`config.mk`:
```
export PLATFORM = sky130hd
export DESIGN_NAME = mem_stage_pipe
export DESIGN_NICKNAME = d
export VERILOG_FILES = /design/src/rtl/mem_stage_pipe_pkg.sv /design/src/rtl/mem_req_fsm.sv /design/src/rtl/mem_stage_pipe.sv
export SDC_FILE = /design/constraint.sdc
export NUM_CORES = 1
export LEC_CHECK = 0
export ABC_AREA = 1
export BUFFER_PORTS_ARGS = -buffer_cell sky130_fd_sc_hd__buf_2
export CAP_MARGIN = 10
export CORE_ASPECT_RATIO = 0.9
export CORE_MARGIN = 2
export CORE_UTILIZATION = 30
export DETAILED_ROUTE_END_ITERATION = 12
export HOLD_SLACK_MARGIN = 0.15
export PLACE_DENSITY_LB_ADDON = 0.25
export RECOVER_POWER = 25
export SYNTH_ARGS = -nofsm -noshare
export SYNTH_HDL_FRONTEND = slang
export SYNTH_HIERARCHICAL = 1
export SYNTH_SLANG_ARGS = --single-unit
```
`constraint.sdc`:
```
create_clock -name clk -period 1.8 [get_ports clk]
set_input_delay 0.36 -clock clk [delete_from_list [all_inputs] [get_ports clk]]
set_output_delay 0.36 -clock clk [all_outputs]
set_load 0.01 [all_outputs]
```
`src/rtl/mem_stage_pipe_pkg.sv`:
```
// mem_stage_pipe_pkg: shared widths, FSM state encoding and opcode constants for the MEM stage
package mem_stage_pipe_pkg;
   localparam int DATA_W_DEF = 16;
   localparam int DEST_W_DEF = 3;
   localparam int OPC_W_DEF  = 4;
   localparam logic [0:0] IDLE   = 1'b0;
   localparam logic [0:0] ACCESS = 1'b1;
   localparam logic [OPC_W_DEF-1:0] OPC_LW = 4'h3;
   localparam logic [OPC_W_DEF-1:0] OPC_SW = 4'h4;
endpackage

```
`src/rtl/mem_req_fsm.sv`:
```
// mem_req_fsm: IDLE/ACCESS sequencer owning the dmem request, write select and upstream stall
module mem_req_fsm
   import mem_stage_pipe_pkg::*;
(
   input  logic clk,
   input  logic rst_n,
   input  logic ex_valid,
   input  logic ex_mem_rd,
   input  logic ex_mem_wr,
   input  logic dmem_ack,
   output logic start,
   output logic done,
   output logic stall_o,
   output logic dmem_req,
   output logic dmem_we
);
   logic [0:0] state;
   assign start    = (state == IDLE) & ex_valid & (ex_mem_rd | ex_mem_wr);
   assign done     = (state == ACCESS) & dmem_ack;
   assign stall_o  = state == ACCESS;
   assign dmem_req = stall_o;
   // a request with both rd and wr set is treated as a store
   always_ff @(posedge clk or negedge rst_n) begin
      if (!rst_n) begin
         state   <= IDLE;
         dmem_we <= 1'b0;
      end else if (start) begin
         state   <= ACCESS;
         dmem_we <= ex_mem_wr;
      end else if (done) begin
         state   <= IDLE;
      end
   end
endmodule

```
`src/rtl/mem_stage_pipe.sv`:
```
// mem_stage_pipe: MEM stage with a blocking dmem handshake; define MEM_STAGE_FWD_EN for forwarding outputs
module mem_stage_pipe
   import mem_stage_pipe_pkg::*;
#(
   parameter int DATA_W = DATA_W_DEF,
   parameter int DEST_W = DEST_W_DEF,
   parameter int OPC_W  = OPC_W_DEF
) (
   input  logic              clk,
   input  logic              rst_n,
   input  logic              ex_valid,
   input  logic [OPC_W-1:0]  ex_opcode,
   input  logic [DATA_W-1:0] ex_alu_res,
   input  logic [DATA_W-1:0] ex_store_data,
   input  logic [DEST_W-1:0] ex_op_dest,
   input  logic              ex_mem_rd,
   input  logic              ex_mem_wr,
   input  logic              ex_wb_mux,
   input  logic              ex_wb_en,
   output logic              stall_o,
   output logic              dmem_req,
   output logic              dmem_we,
   output logic [DATA_W-1:0] dmem_addr,
   output logic [DATA_W-1:0] dmem_wdata,
   input  logic [DATA_W-1:0] dmem_rdata,
   input  logic              dmem_ack,
   output logic              mem_valid,
   output logic              mem_wb_mux,
   output logic              mem_wb_en,
   output logic [DEST_W-1:0] mem_op_dest,
   output logic [DATA_W-1:0] mem_alu_res,
   output logic [DATA_W-1:0] mem_mem_data,
   output logic [OPC_W-1:0]  opcode_mem_wb
`ifdef MEM_STAGE_FWD_EN
   ,
   output logic              fwd_valid,
   output logic [DEST_W-1:0] fwd_dest,
   output logic [DATA_W-1:0] fwd_data
`endif
);
   logic start, done, alu_go;
   logic [OPC_W-1:0]  cap_opcode;
   logic [DEST_W-1:0] cap_dest;
   logic cap_wb_mux, cap_wb_en;
   mem_req_fsm u_fsm (
      .clk(clk), .rst_n(rst_n), .ex_valid(ex_valid), .ex_mem_rd(ex_mem_rd),
      .ex_mem_wr(ex_mem_wr), .dmem_ack(dmem_ack), .start(start), .done(done),
      .stall_o(stall_o), .dmem_req(dmem_req), .dmem_we(dmem_we)
   );
   assign alu_go = ~stall_o & ex_valid & ~(ex_mem_rd | ex_mem_wr);
   // dmem_addr/dmem_wdata double as the captured bundle so they stay stable until ack
   always_ff @(posedge clk or negedge rst_n) begin
      if (!rst_n) begin
         cap_opcode    <= '0;
         cap_dest      <= '0;
         cap_wb_mux    <= 1'b0;
         cap_wb_en     <= 1'b0;
         dmem_addr     <= '0;
         dmem_wdata    <= '0;
         mem_valid     <= 1'b0;
         mem_wb_mux    <= 1'b0;
         mem_wb_en     <= 1'b0;
         mem_op_dest   <= '0;
         mem_alu_res   <= '0;
         mem_mem_data  <= '0;
         opcode_mem_wb <= '0;
      end else begin
         if (start) begin
            cap_opcode <= ex_opcode;
            cap_dest   <= ex_op_dest;
            cap_wb_mux <= ex_wb_mux;
            cap_wb_en  <= ex_wb_en;
            dmem_addr  <= ex_alu_res;
            dmem_wdata <= ex_store_data;
         end
         mem_valid <= alu_go | done;
         if (alu_go) begin
            opcode_mem_wb <= ex_opcode;
            mem_alu_res   <= ex_alu_res;
            mem_op_dest   <= ex_op_dest;
            mem_wb_mux    <= ex_wb_mux;
            mem_wb_en     <= ex_wb_en;
            mem_mem_data  <= '0;
         end else if (done) begin
            opcode_mem_wb <= cap_opcode;
            mem_alu_res   <= dmem_addr;
            mem_op_dest   <= cap_dest;
            mem_wb_mux    <= cap_wb_mux;
            mem_wb_en     <= ~dmem_we & cap_wb_en;
            mem_mem_data  <= dmem_we ? '0 : dmem_rdata;
         end else begin
            mem_wb_en     <= 1'b0;
         end
      end
   end
`ifdef MEM_STAGE_FWD_EN
   assign fwd_valid = mem_valid & mem_wb_en;
   assign fwd_dest  = mem_op_dest;
   assign fwd_data  = mem_wb_mux ? mem_mem_data : mem_alu_res;
`endif
endmodule
```
### Word-level counts from Yosys, hierarchy flattened

Index checks and enable logic that the tools add are counted.

* bits in registers: 85
* input bits: 63
* output and inout bits: 77
* logic and storage cells: 42

* multiplexer cells: 15
* bitwise gates (word level): 10
* reductions and logical operators: 2

Operators by type and width (number)
* 16-bit 2-to-1 mux: 5
* 4-bit 2-to-1 mux: 2
* 1-bit 2-to-1 mux: 6
* 3-bit 2-to-1 mux: 2
* 1-bit AND: 5
* 2-bit nonzero test: 2
* 1-bit inverter: 3
* 1-bit bitwise OR: 2

### Longest topological paths before layout

* word-level depth: 4
* depth in mapped cells: 9
* gate-level depth less buffers: 7

### Modules after synthesis

The synthesis kept the hierarchy.

By module, submodules not included
* mem_stage_pipe: times used 1, cells an instance 437, area an instance 3714.8 sq um
* mem_req_fsm: times used 1, cells an instance 17, area an instance 116.4 sq um

### Worst setup path after synthesis

Ideal clock, no wire load.

* path type: register to register
* start: reg u_fsm.state, in the netlist u_fsm/dmem_req
* end: reg dmem_wdata[0]
* setup time: 125 ps
* data arrival time: 1234 ps
* path slack: 442 ps
* cell stages (with the launch flop): 6
* buffers on the path: 1
* clock period less this slack: 1358 ps
* cell sequence: dfrtp_1 nor2_2 nand2_2 inv_1 buf_2 mux2_2

* cells in the longest elaborated chain, start to end: 3

Ends and longest elaborated chain
* start, declared: RTL line mem_req_fsm.sv:17 `logic [0:0] state;`
* start signal, assigned: RTL line mem_req_fsm.sv:25 `state <= IDLE;`
* start signal, assigned: RTL line mem_req_fsm.sv:28 `state <= ACCESS;`
* start signal, assigned: RTL line mem_req_fsm.sv:31 `state <= IDLE;`
* 1-bit inverter: RTL line mem_req_fsm.sv:18 `assign start = (state == IDLE) & ex_valid & (ex_mem_rd | ex_mem_wr);`
* 1-bit AND (2 in a row): RTL line mem_req_fsm.sv:18
* via start: RTL line mem_stage_pipe.sv:41 `logic start, done, alu_go;`
* end signal, assigned: RTL line mem_stage_pipe.sv:74 `dmem_wdata <= ex_store_data;`
* end, declared: RTL line mem_stage_pipe.sv:24 `output logic [DATA_W-1:0] dmem_wdata,`

The timed path passes the listed nets, and every way through them passes these cells.
A chain may end at the register's enable or synchronous reset.

### Worst setup path after layout

* start: reg u_fsm.state, in the netlist u_fsm/dmem_req
* end: reg dmem_addr[7]

* cells in the longest elaborated chain, start to end: 3

Ends and longest elaborated chain
* 1-bit inverter: RTL line mem_req_fsm.sv:18
* 1-bit AND (2 in a row): RTL line mem_req_fsm.sv:18
* via start: RTL line mem_stage_pipe.sv:41
* end signal, assigned: RTL line mem_stage_pipe.sv:73 `dmem_addr <= ex_alu_res;`
* end, declared: RTL line mem_stage_pipe.sv:23 `output logic [DATA_W-1:0] dmem_addr,`

The timed path passes the listed nets, and every way through them passes these cells.

==> run summary <==
Area taken by multi-input logic gates -> 0.00135 sq mm
Total core area -> 0.0126 sq mm
H-tree depth -> 3
TritonCTS clock tree -> built
Post-synthesis cell area -> 0.00383 sq mm
Clock slew seen by the registers of the worst setup and hold paths -> 0.06 ns
CTS buffer count -> 9
Total routing resource utilization after global routing -> 15.8%
Max-slew headroom -> 41.7%
Crit path from -> u_fsm/dmem_req
Quantity of I/O buffers inserted on ports -> 139
Library cell with the largest summed area after synthesis -> sky130_fd_sc_hd__dfrtp_1
Critical path class -> register to register
Number of filler instances in the final layout -> 1307
Worst slack at placement -> 0.189 ns
Number of buffer and inverter stages on the critical path -> 2
Sequential cell area -> 0.00213 sq mm
Worst path cell trace -> nor2_2, nand2_2, inv_2, buf_4, nor2_1, a21oi_1
Fraction of layout instances using a drive strength above 1 -> 31.8%
Leakage power -> 2.86 nW
Count of pins on the block boundary -> 140
Post-layout worst setup margin -> 0.195 ns
Highest clock frequency the design can meet -> 623 MHz
Setup repair after global routing missed its margin -> no
Crit-path leading delay family -> buffers and inverters
Reg2reg start -> u_fsm/dmem_req
Area growth, synth to finish -> 30.4%
Total inserted antenna cells -> 0
Worst hold path class -> input port to register
Synth top area share -> 55.5%
Cell count after synthesis -> 454
Top cells by area, synth -> sky130_fd_sc_hd__dfrtp_1 56%, sky130_fd_sc_hd__nand2_1 15%, sky130_fd_sc_hd__nand3_1 8.6%
Power density of the placed cells -> 1230 mW/mm^2
Number of max-cap violations -> 0
Wire length of the first global-routing pass -> 16700 microns
Final clock period utilization by the worst path -> 89.2%
Initial antenna violation count -> 0
Antenna Nets Post-Route -> 0
Total Nets Final -> 653
Minimum clock period -> 1.60 ns
Worst slew pin tran -> 0.875 ns
Worst IR Drop VDD -> 0.000729 V
Number of vias in the routed layout -> 3364
Number of endpoints failing setup at the final stage -> 0
Total iterations of the first detailed-routing run -> 4
Effective utilization at floorplan -> 30.4%
Warnings, synthesis -> 6
Final WL -> 10200 microns
CTS root buffer -> sky130_fd_sc_hd__clkbuf_16
Detailed-route vias per instance -> 4.43
Pin count of the biggest net entering global routing -> 41
Tot Pwr -> 0.00614 W
Type of origin of the critical path -> register
Post-route standard cell area excluding fillers -> 0.00500 sq mm
Overall die width -> 123 microns
Final Wtd Congestion -> 0.738
Resize count post-CTS -> 0
Synthesized net count -> 517
Arrival @ worst endpoint -> 1.87 ns
Worst Hold Launch -> dmem_ack
Area of the die -> 0.0137 sq mm
Number of distinct library cells after synthesis -> 15
Average cell area after synthesis -> 8.44 sq um
Worst clock skew -> 0.00513 ns
Remaining routing DRC violations -> 0
Clock network latency to the later pin of the worst-skew pair -> 0.34 ns
Final Max Slew Viols -> 0
Core Rows -> 39
Iteration-0 DRC count of the detailed router -> 158
Run status -> finished, final reports clean
Final HPWL DP -> 7050 microns
Slowest Stage Delay on Critical Path -> 0.46 ns
Routed length per instance -> 13.4 microns
Number of sinks driven by the clock tree -> 85
Final Core Density -> 39.7%
Number of endpoints with negative hold slack in the final report -> 0
Req. time, crit path -> 2.06 ns
Number of register bits inferred by synthesis -> 85
Die span in y -> 111 microns
Bufs on Longest Clock Path -> 2
Critical path endpoint category -> register
GR Overflow Total -> 0
Slowest-stage cell, CP -> sky130_fd_sc_hd__dfrtp_1
Maximum fanout along the worst path -> 20
Setup tns final -> 0 ns
Vias in the first global route -> 3335
Total cell area at the placement stage -> 0.00471 sq mm
Fraction of the yosys area taken by sequential cells -> 55.5%
## power by group
group,total [W],internal (W),switching (W)
logic,0.00164,0.000709,0.000931
registers,0.00267,0.00238,0.000283
clock network,0.00184,0.00110,0.000733
total,0.00614,0.00420,0.00195
## stage by stage
step / std cells / hold slack, ns
2_1_floorplan: 454 / 0.0644
3_3_place_gp: 742 / 0.346
3_5_place_dp: 742 / 0.346
4_1_cts: 759 / 0.206
5_1_grt: 759 / 0.228
6_report: 759 / 0.221
## routing by layer
| layer | vias up | wire length (microns) | track usage (%) |
|---|---|---|---|
| met3 | 27 | 622 | 5.45 |
| li1 | 1680 | - | - |
| met5 | - | 0 | 0 |
| met4 | 0 | 238 | 5.45 |
| met2 | 108 | 4680 | 24.8 |
| met1 | 1549 | 4670 | 20.2 |
## worst paths after layout
path                                     to  slack, ns  cells after the start
min reg2reg                  dmem_wdata[11]       0.51                      1
min                          u_fsm/dmem_req       0.22                      2
min in group asynchronous   mem_mem_data[8]       0.68                      2
max reg2reg                    dmem_addr[7]       0.20                      6
max in group asynchronous  mem_mem_data[14]       0.30                      3
max                            dmem_addr[7]       0.20                      6
## cells in the final DEF (no fill, tap or decap), drive strengths merged
cell type / count
dfrtp: 85
buf: 151
o21ai: 2
clkinv: 4
bufinv: 1
inv: 50
dlygate4sd3: 1
nand3: 66
a21oi: 24
nor2: 28
mux2: 16
clkbuf: 13
nand2: 154
## synthesized netlist by cell type
cell	n
sky130_fd_sc_hd__nor2_2	1
sky130_fd_sc_hd__o21ai_0	2
sky130_fd_sc_hd__nor2_4	2
sky130_fd_sc_hd__nand3_1	66
sky130_fd_sc_hd__buf_4	1
sky130_fd_sc_hd__clkbuf_1	2
sky130_fd_sc_hd__nand2_2	2
sky130_fd_sc_hd__nor2_1	25
sky130_fd_sc_hd__buf_2	22
sky130_fd_sc_hd__a21oi_1	24
sky130_fd_sc_hd__nand2_1	152
sky130_fd_sc_hd__mux2_2	16
sky130_fd_sc_hd__inv_1	50
sky130_fd_sc_hd__dfrtp_1	85
sky130_fd_sc_hd__buf_6	4
## state kept, by name (all words and copies together) (netlist names), 3 cells and up
name           cells
opcode_mem_wb      4
cap_opcode         4
dmem_wdata        16
dmem_addr         16
mem_mem_data      16
mem_op_dest        3
cap_dest           3
mem_alu_res       16
## layout make-up
cell class                      instances  share of cell area, %
Sequential cell                        85                   42.6
Multi-Input combinational cell        290                   26.9
Timing Repair Buffer                  154                   16.8
Clock buffer                           11                   4.86
Tap cell                              164                   4.11
Inverter                               50                   3.76
Clock inverter                          5                   1.00
## worst register-to-register path: stages, from the launching register on
cell                      delay [ns]
sky130_fd_sc_hd__dfrtp_1        0.46
sky130_fd_sc_hd__nor2_2         0.18
sky130_fd_sc_hd__nand2_2        0.09
sky130_fd_sc_hd__inv_2          0.31
sky130_fd_sc_hd__buf_4          0.31
sky130_fd_sc_hd__nor2_1         0.06
sky130_fd_sc_hd__a21oi_1        0.12
## logic make-up after synthesis
kind of cell    synth area share [%]
flops                           55.5
buf+inv                         9.34
compound gates                  3.40
mux                             4.70
simple gates                    27.0
## timing repair
| action | 4_1_cts | 5_1_grt |
|---|---|---|
| hold endpoints to repair | 31 | 0 |
| setup buffers | 0 | 0 |
| hold buffers | 1 | 0 |
No activity file was read; power rests on OpenSTA's default activity.
